**src/rtl/slot_reel_spinner_if.sv**
```systemverilog
// Start/credit inputs and reel/result outputs between the spinner and its surroundings.
// Handshake-free level and pulse signals; the spinner sits on the slave side.
interface slot_reel_spinner_if;
  logic       start_n;
  logic       credit_ok;
  logic [2:0] reel0;
  logic [2:0] reel1;
  logic [2:0] reel2;
  logic       spinning;
  logic       done;
  logic       win;
  logic [1:0] win_amt;
  logic       denied;

  modport master (
    output start_n, credit_ok,
    input  reel0, reel1, reel2, spinning, done, win, win_amt, denied
  );

  modport slave (
    input  start_n, credit_ok,
    output reel0, reel1, reel2, spinning, done, win, win_amt, denied
  );
endinterface

```
**src/rtl/slot_reel_spinner.sv**
```systemverilog
// Three-reel spin and win judge; result 1 cycle after JUDGE, i.e. (SPIN_TICKS+2*STOP_GAP)*TICK_DIV+1 after accept.
// No backpressure: presses outside IDLE are dropped, done/win/denied are single-cycle pulses.
module slot_reel_spinner #(
  parameter int TICK_DIV   = 2_500_000,
  parameter int SPIN_TICKS = 20,
  parameter int STOP_GAP   = 8
) (
  input logic               CLOCK_50,
  input logic               resetn,
  slot_reel_spinner_if.slave bus
);
  localparam int TW   = $clog2(TICK_DIV);
  localparam int LMAX = (SPIN_TICKS > STOP_GAP) ? SPIN_TICKS : STOP_GAP;
  localparam int LW   = $clog2(LMAX + 1);
  localparam logic [TW-1:0] TCNT_LAST = TW'(TICK_DIV - 1);
  localparam logic [LW-1:0] LEFT_SPIN = LW'(SPIN_TICKS);
  localparam logic [LW-1:0] LEFT_GAP  = LW'(STOP_GAP);

  typedef enum logic [2:0] {IDLE, SPIN3, SPIN2, SPIN1, JUDGE} state_t;

  typedef struct packed {
    logic [2:0] r0;
    logic [2:0] r1;
    logic [2:0] r2;
  } reels_t;

  state_t        state_q, state_d;
  logic          s1, s2, s3;
  logic          press;
  logic [8:0]    seed;
  logic [TW-1:0] tcnt;
  logic [LW-1:0] left;
  reels_t        reels;
  logic [1:0]    win_amt;
  logic          spinning, done, win, denied;
  logic          spin_st, tick, last_tick, accept, deny;
  logic [1:0]    amt;

  assign press = s3 & ~s2;

  always_comb begin
    state_d   = state_q;
    accept    = 1'b0;
    deny      = 1'b0;
    spin_st   = (state_q == SPIN3) || (state_q == SPIN2) || (state_q == SPIN1);
    tick      = spin_st && (tcnt == TCNT_LAST);
    last_tick = tick && (left == LW'(1));
    case (state_q)
      IDLE: begin
        if (press) begin
          if (bus.credit_ok) begin
            accept  = 1'b1;
            state_d = SPIN3;
          end else begin
            deny = 1'b1;
          end
        end
      end
      SPIN3:   if (last_tick) state_d = SPIN2;
      SPIN2:   if (last_tick) state_d = SPIN1;
      SPIN1:   if (last_tick) state_d = JUDGE;
      JUDGE:   state_d = IDLE;
      default: state_d = IDLE;
    endcase
  end

  // Triple beats pair; a pair is any two of the three reels matching.
  always_comb begin
    amt = 2'b00;
    if (reels.r0 == reels.r1 && reels.r1 == reels.r2)
      amt = 2'b10;
    else if (reels.r0 == reels.r1 || reels.r1 == reels.r2 || reels.r0 == reels.r2)
      amt = 2'b01;
  end

  always_ff @(posedge CLOCK_50) begin
    if (!resetn) begin
      state_q  <= IDLE;
      s1       <= 1'b1;
      s2       <= 1'b1;
      s3       <= 1'b1;
      seed     <= '0;
      tcnt     <= '0;
      left     <= '0;
      reels    <= '0;
      win_amt  <= 2'b00;
      spinning <= 1'b0;
      done     <= 1'b0;
      win      <= 1'b0;
      denied   <= 1'b0;
    end else begin
      s1       <= bus.start_n;
      s2       <= s1;
      s3       <= s2;
      seed     <= seed + 9'd1;
      state_q  <= state_d;
      spinning <= (state_d != IDLE);
      done     <= 1'b0;
      win      <= 1'b0;
      denied   <= deny;
      if (accept) begin
        reels   <= {seed[2:0], seed[5:3], seed[8:6]};
        tcnt    <= '0;
        left    <= LEFT_SPIN;
        win_amt <= 2'b00;
      end else if (spin_st) begin
        tcnt <= tick ? '0 : tcnt + TW'(1);
        if (tick) begin
          // Reels freeze left to right: reel0 only moves in SPIN3, reel1 until SPIN1.
          if (state_q == SPIN3) reels.r0 <= reels.r0 + 3'd1;
          if (state_q != SPIN1) reels.r1 <= reels.r1 + 3'd3;
          reels.r2 <= reels.r2 + 3'd5;
          left <= (last_tick && state_q != SPIN1) ? LEFT_GAP : left - LW'(1);
        end
      end
      if (state_q == JUDGE) begin
        win_amt <= amt;
        done    <= 1'b1;
        win     <= (amt != 2'b00);
      end
    end
  end

  assign bus.reel0    = reels.r0;
  assign bus.reel1    = reels.r1;
  assign bus.reel2    = reels.r2;
  assign bus.spinning = spinning;
  assign bus.done     = done;
  assign bus.win      = win;
  assign bus.win_amt  = win_amt;
  assign bus.denied   = denied;
endmodule

```
**src/flat_wrapper.sv**
```systemverilog
// flat-port wrapper written by rule: the top's interface ports become plain ports
module slot_reel_spinner_flat 
#(
  parameter int TICK_DIV   = 2_500_000,
  parameter int SPIN_TICKS = 20,
  parameter int STOP_GAP   = 8
)
  (CLOCK_50, resetn, bus_start_n, bus_credit_ok, bus_reel0, bus_reel1, bus_reel2, bus_spinning, bus_done, bus_win, bus_win_amt, bus_denied);
  slot_reel_spinner_if bus_i ();
  input logic CLOCK_50;
  input logic resetn;
  input wire logic [$bits(bus_i.start_n)-1:0] bus_start_n;
  input wire logic [$bits(bus_i.credit_ok)-1:0] bus_credit_ok;
  output wire logic [$bits(bus_i.reel0)-1:0] bus_reel0;
  output wire logic [$bits(bus_i.reel1)-1:0] bus_reel1;
  output wire logic [$bits(bus_i.reel2)-1:0] bus_reel2;
  output wire logic [$bits(bus_i.spinning)-1:0] bus_spinning;
  output wire logic [$bits(bus_i.done)-1:0] bus_done;
  output wire logic [$bits(bus_i.win)-1:0] bus_win;
  output wire logic [$bits(bus_i.win_amt)-1:0] bus_win_amt;
  output wire logic [$bits(bus_i.denied)-1:0] bus_denied;
  assign bus_i.start_n = bus_start_n;
  assign bus_i.credit_ok = bus_credit_ok;
  assign bus_reel0 = bus_i.reel0;
  assign bus_reel1 = bus_i.reel1;
  assign bus_reel2 = bus_i.reel2;
  assign bus_spinning = bus_i.spinning;
  assign bus_done = bus_i.done;
  assign bus_win = bus_i.win;
  assign bus_win_amt = bus_i.win_amt;
  assign bus_denied = bus_i.denied;
  slot_reel_spinner #(.TICK_DIV(TICK_DIV), .SPIN_TICKS(SPIN_TICKS), .STOP_GAP(STOP_GAP)) u_core (.CLOCK_50(CLOCK_50), .resetn(resetn), .bus(bus_i));
endmodule
```
**config.mk**
```make
export PLATFORM = sky130hd
export DESIGN_NAME = slot_reel_spinner_flat
export DESIGN_NICKNAME = d
export VERILOG_FILES = /design/src/rtl/slot_reel_spinner_if.sv /design/src/rtl/slot_reel_spinner.sv /design/src/flat_wrapper.sv
export SDC_FILE = /design/constraint.sdc
export NUM_CORES = 1
export LEC_CHECK = 0
export ABC_CLOCK_PERIOD_IN_PS = 2500
export BUFFER_PORTS_ARGS = -buffer_cell sky130_fd_sc_hd__buf_2
export CELL_PAD_IN_SITES_DETAIL_PLACEMENT = 0
export CELL_PAD_IN_SITES_GLOBAL_PLACEMENT = 2
export CORE_MARGIN = 2
export CORE_UTILIZATION = 35
export CTS_BUF_LIST = sky130_fd_sc_hd__clkbuf_8
export DETAILED_ROUTE_END_ITERATION = 8
export GPL_TIMING_DRIVEN = 0
export PLACE_DENSITY = 0.84
export SLEW_MARGIN = 10
export SYNTH_ARGS = -nofsm -noshare
export SYNTH_HDL_FRONTEND = slang
export SYNTH_SLANG_ARGS = --single-unit
```
**constraint.sdc**
```tcl
create_clock -name CLOCK_50 -period 2.5 [get_ports CLOCK_50]
set_input_delay 0.75 -clock CLOCK_50 [delete_from_list [all_inputs] [get_ports CLOCK_50]]
set_output_delay 0.75 -clock CLOCK_50 [all_outputs]
set_load 0.02 [all_outputs]
```
After elaboration in Yosys (flattened, before gate mapping):

Cells that the tools add are included.

* bits in registers: 57
* bits in latches: 0
* bits in writable memories: 0
* ROM bits: 0
* input port bits: 4
* output and inout bits: 15
* logic and storage cells: 83
* memories kept: 0

* add/sub/neg operators: 6
* $mul: 0
* div/mod/pow operators: 0
* order comparisons: 0
* equal/unequal tests: 10
* shift operators: 0
* muxes and demuxes: 25
* bitwise operators: 3
* reductions and logical operators: 23

Operator list (count)
* $mux W9: 3
* $add A22 B1 Y22 const B: 1
* $eq A22 B22 Y1 const B: 1
* $mux W22: 1
* $mux W3: 7
* $mux W5: 4
* $pmux W3 S4: 1
* $reduce_bool A2 Y1: 6
* $add A9 B1 Y9 const B: 1
* $eq A3 B3 Y1: 3
* $reduce_and A3 Y1: 3
* $eq A3 B2 Y1 const B: 2
* $mux W1: 6
* $mux W2: 3
* $reduce_and A2 Y1: 3
* $eq A5 B1 Y1 const B: 1
* $sub A5 B1 Y5 const B: 1
* $logic_and A1 B1 Y1: 4
* $logic_or A1 B1 Y1: 4
* $add A3 B1 Y3 const B: 1
* $add A3 B2 Y3 const B: 1
* $add A3 B3 Y3 const B: 1
* $eq A3 B1 Y1 const B: 1
* $eq A3 B3 Y1 const B: 1
* other kinds (6): 7

Logic depth before layout (Yosys ltp):

* depth in word-level cells: 10
* mapped depth: 9
* depth with buffers taken out: 7

Worst setup path after synthesis:

Ideal clock, no wire load.

* kind: register -> register
* start: reg u_core.tcnt[9]
* end: reg u_core.left[3]
* setup time: 0.088 ns
* arrival time: 2.237 ns
* data required time: 2.412 ns
* slack: 0.175 ns
* cell stages (with the launch flop): 9
* buffers on the path: 3
* clock period less this slack: 2.325 ns
* cells stage by stage: dfxtp_1 > or4_1 > or3_1 > clkbuf_2 > or3_1 > buf_2 > buf_6 > o21ba_1 > a311oi_2

* word-level cells in the longest chain between the ends: 5
* elaborated cells on any way between the ends: 6
* those cells by class: 1 x eq/ne; 1 x mux; 4 x reduce/logical

Ends and longest elaborated chain
* from (decl): line slot_reel_spinner.sv:31 `logic [TW-1:0] tcnt;`
* from (signal assigned): line slot_reel_spinner.sv:107 `tcnt <= tick ? '0 : tcnt + TW'(1);`
* $eq A22 B22 Y1 *: line slot_reel_spinner.sv:46 `tick = spin_st && (tcnt == TCNT_LAST);`
* $logic_and A1 B1 Y1 *: line slot_reel_spinner.sv:46
* $logic_and A1 B1 Y1: line slot_reel_spinner.sv:47 `last_tick = tick && (left == LW'(1));`
* $logic_and A1 B1 Y1: line slot_reel_spinner.sv:113 `left <= (last_tick && state_q != SPIN1) ? LEFT_GAP : left - LW'(1);`
* $mux W5: line slot_reel_spinner.sv:113
* to (signal assigned): line slot_reel_spinner.sv:113
* to (decl): line slot_reel_spinner.sv:32 `logic [LW-1:0] left;`

Mark *: on every way between the ends. The rest lies on a longest branch, timed or not.
A chain may end at the register's enable or synchronous reset.

Worst setup path in the final report:

* start: reg u_core.state_q[0]
* end: reg u_core.reels, in the netlist u_core.bus.reel1[1]

* word-level cells in the longest chain between the ends: 6
* elaborated cells on any way between the ends: 14
* those cells by class: 4 x eq/ne; 2 x mux; 8 x reduce/logical

Ends and longest elaborated chain
* from (decl): line slot_reel_spinner.sv:27 `state_t state_q, state_d;`
* from (signal assigned): line slot_reel_spinner.sv:96 `state_q <= state_d;`
* $eq A3 B1 Y1 / $eq A3 B2 Y1 (equally long branches): line slot_reel_spinner.sv:45 `spin_st = (state_q == SPIN3) || (state_q == SPIN2) || (state_q == SPIN1);`
* $logic_or A1 B1 Y1 (2 in series): line slot_reel_spinner.sv:45
* $logic_and A1 B1 Y1: line slot_reel_spinner.sv:46
* $reduce_bool A2 Y1 (no line)
* $reduce_and A3 Y1 (no line)
* to (signal assigned): line slot_reel_spinner.sv:102 `reels <= {seed[2:0], seed[5:3], seed[8:6]};`
* to (decl): line slot_reel_spinner.sv:33 `reels_t reels;`

Several ways; a longest one is shown, not always the timed one.

==> results.toml <==
[detailed_routing]
viasPerCell = 5.127
dr.first_iter.drc_count = 116
vias = 2302
post_drt_wl_per_cell_um = 14.07
drtAntennaViolNets = 0
drt_pre_antenna_iters = 4
drt-total-wl_mm = 6.319
drc = 0

[global_route]
grt_pass1_wl_mm = 10.76
grt_antenna_before_repair = 0
grt_overflow = 0
groute.usage.overall = 0.1606
grt_pass1_vias = 2193
largest_net_degree_at_the_start_of_global_routing = 20

[yosys]
async_flop_share = 0
yosysWarnings = 0
synth_top_area_frac = 0.4170
synth-main-ff-cell = "sky130_fd_sc_hd__dfxtp_1"
syn_area_per_cell_um2 = 8.687
yosysUniqueCellTypes = 52
syn-num-nets = 326
synth_top_cell_by_area = "sky130_fd_sc_hd__dfxtp_1"
ys_top_cells_by_area = "sky130_fd_sc_hd__dfxtp_1 42%, sky130_fd_sc_hd__xnor2_1 8.0%, sky130_fd_sc_hd__nor2_1 5.8%"
syn-instance-count = 315
synth-edff-count = 0
synth_seq_cells = 57
synth.yosys.seq_area_share = 0.4170
syn-cell-area_um2 = 2736

[place]
routability_congestion_estimate_from_global_placement = 0.7764
pre_cts_ws_ns = -0.2024
hpwlAfterDp_mm = 4.575
postPlaceCellArea_um2 = 2954
place.port_buffers = 18

[timing]
timing.max_slew.rel_slack = 0.3698
finalHoldViolations = 0
fin_skew_ns = 0.008805
grt_setup_unrepaired = "yes"
period_minus_slack_ns = 2.444
tns_setup_ns = 0
timing.final.crit_share = 0.9775
setup-violations-final = 0
final-max-slew-violation-count = 0
worst_pin_slew_ns = 0.9321
final_critical_path_setup_slack_ns = 0.05627
maxClockFrequency_mhz = 409.2

[worst_setup_path]
endpoint_kind = "register"
critical_path_peak_fanout = 10
cp_cell_sequence = "buf_2 > or4b_2 > or3b_2 > buf_2 > a21boi_1 > mux2i_1"
critical_path.max_stage_delay_ns = 0.76
timing.reg2reg.worst_path_depth = 6
critPathArrivalTime_ns = 2.71
path_class = "register to register"
startpoint_type = "register"
cp_slowest_cell = "sky130_fd_sc_hd__or4b_2"
worst_path_most_repeated_cell = "sky130_fd_sc_hd__buf_2"
worst-endpoint-required_ns = 2.77

[hold_path]
cell_count_of_the_worst_hold_path = 1
hold_class = "register to register"

[cells_and_area]
nets = 353
antenna_cells_inserted = 0
area.growth.synth_to_final_pct = 17.51
final-seq-area_um2 = 1142
final_cell_mix = "56 x sky130_fd_sc_hd__dfxtp_1, 42 x sky130_fd_sc_hd__nor2_1, 25 x sky130_fd_sc_hd__xnor2_1"
fillerInstances = 788
drive_gt1_frac = 0.1499
layout_commonest_cell = "sky130_fd_sc_hd__dfxtp_1"
post-route-cell-area_um2 = 3216
multiInputGateArea_um2 = 1526

[power]
p_leak_uw = 0.001158
irDropWorstVdd_v = 0.0002595
power-per-cell-area_nw_per_um2 = 638.1

[cts]
clkLatencyLatePin_ns = 0.34
cts.root.buffer_cell = "sky130_fd_sc_hd__clkbuf_8"
numCtsBuffers = 9
path_clk_slew_ns = 0.07
clock_tree.htree_level_count = 3
clock_path_buffers = 2
cts_tree = "yes"
clock_sinks = 57

[die]
core_um2 = 7647
design.die.area_um2 = 8541
initial_core_util = 0.3578
io_pins = 19
die_height_um = 92.42
floorplan.rows = 32
floorplan.die.width_um = 92.42

[status]
outcome = "complete, no violations"

[run]
cap_viol_max_count = 0
## synthesized netlist by cell type (6+ instances only)
master                    instances
sky130_fd_sc_hd__nor3_1          11
sky130_fd_sc_hd__nor2_1          42
sky130_fd_sc_hd__xnor2_1         25
sky130_fd_sc_hd__o21ai_0          9
sky130_fd_sc_hd__nand4_1          6
sky130_fd_sc_hd__inv_1           11
sky130_fd_sc_hd__a21oi_1         14
sky130_fd_sc_hd__xor2_1           9
sky130_fd_sc_hd__dfxtp_1         57
sky130_fd_sc_hd__nor4_1           7
sky130_fd_sc_hd__ha_1             7
sky130_fd_sc_hd__nand2_1         20
sky130_fd_sc_hd__or3_1            9
sky130_fd_sc_hd__nand3_1         19
## layer usage
metal | vias to the layer above | share of wire | GRT usage
li1 | 1174 | - | -
met1 | 1068 | 0.48 | 0.2119
met4 | 0 | 0.011 | 0.04851
met2 | 51 | 0.46 | 0.2530
met3 | 9 | 0.045 | 0.04801
met5 | - | 0 | 0
## metrics by stage
stage | hold WS, ns | instances | util | total power, uW
finish | 0.4286 | 449 | 0.4205 | 2052
global route | 0.4625 | 449 | 0.4205 | 2124
CTS | 0.4283 | 450 | 0.4193 | 2079
detailed placement | 0.4062 | 435 | 0.3863 | 1042
global placement | 0.3943 | 435 | 0.3863 | 1041
floorplan | 0.3863 | 315 | - | 1014
## worst max-delay path, delay by kind of cell (launching register included)
family / cells / cell delay, ns
AOI/OAI and AO/OA: 1 / 0.24
muxes: 1 / 0.21
and+or+nand+nor: 2 / 1.27
DFF: 1 / 0.30
buffers and inverters: 2 / 0.37
## registers in the layout (all words and copies together) (netlist names), 2 cells and up
| signal | flops |
|---|---|
| u_core.bus.reel2 | 3 |
| u_core.left | 5 |
| u_core.seed | 9 |
| u_core.state_q | 3 |
| u_core.bus.reel1 | 3 |
| u_core.bus.win_amt | 2 |
| u_core.bus.reel0 | 3 |
| u_core.tcnt | 22 |
## cell families (layout without fill, tap and decap cells)
| family | count (synthesis) | count (layout) | synth area share |
|---|---|---|---|
| flops | 57 | 57 | 0.4170 |
| compound gates | 47 | 47 | 0.1161 |
| mux | 5 | 5 | 0.01829 |
| simple gates | 143 | 143 | 0.2725 |
| fa+ha+maj | 7 | 7 | 0.03201 |
| buf+inv | 22 | 54 | 0.03520 |
| xor+xnor | 34 | 34 | 0.1088 |
## timing repair
| item | CTS | global route |
|---|---|---|
| gates resized for setup | 6 | 5 |
| hold buffers | 0 | 0 |
| buffers inserted | 0 | 0 |
| endpoints found under the setup margin | 20 | 34 |
## final cells by class
class / instances / share of cell area
Clock buffer: 12 / 0.05136
Multi-Input combinational cell: 236 / 0.4747
Tap cell: 102 / 0.03969
Inverter: 12 / 0.01401
Timing Repair Buffer: 18 / 0.02802
Clock inverter: 4 / 0.02296
Sequential cell: 57 / 0.3553
Buffer: 8 / 0.01401
## worst paths after layout
path / endpoint / from / slack, ns
setup / recovery: u_core.bus.reel1[1]$_SDFFE_PN0P_ / u_core.state_q[0]$_SDFF_PN0_ / 0.06
hold / removal: u_core.s2$_SDFF_PN1_ / u_core.s1$_SDFF_PN1_ / 0.43
setup reg to reg: u_core.bus.reel1[1]$_SDFFE_PN0P_ / u_core.state_q[0]$_SDFF_PN0_ / 0.06
hold reg to reg: u_core.s2$_SDFF_PN1_ / u_core.s1$_SDFF_PN1_ / 0.43
## power breakdown
part           internal (uW)  leakage [uW]  switching, uW
clock                    643      0.000123            387
combinational           32.5      0.000574           53.4
sequential               921      0.000461           15.3
total                   1600       0.00116            456
Note: power is estimated with default switching activity, not from simulation.
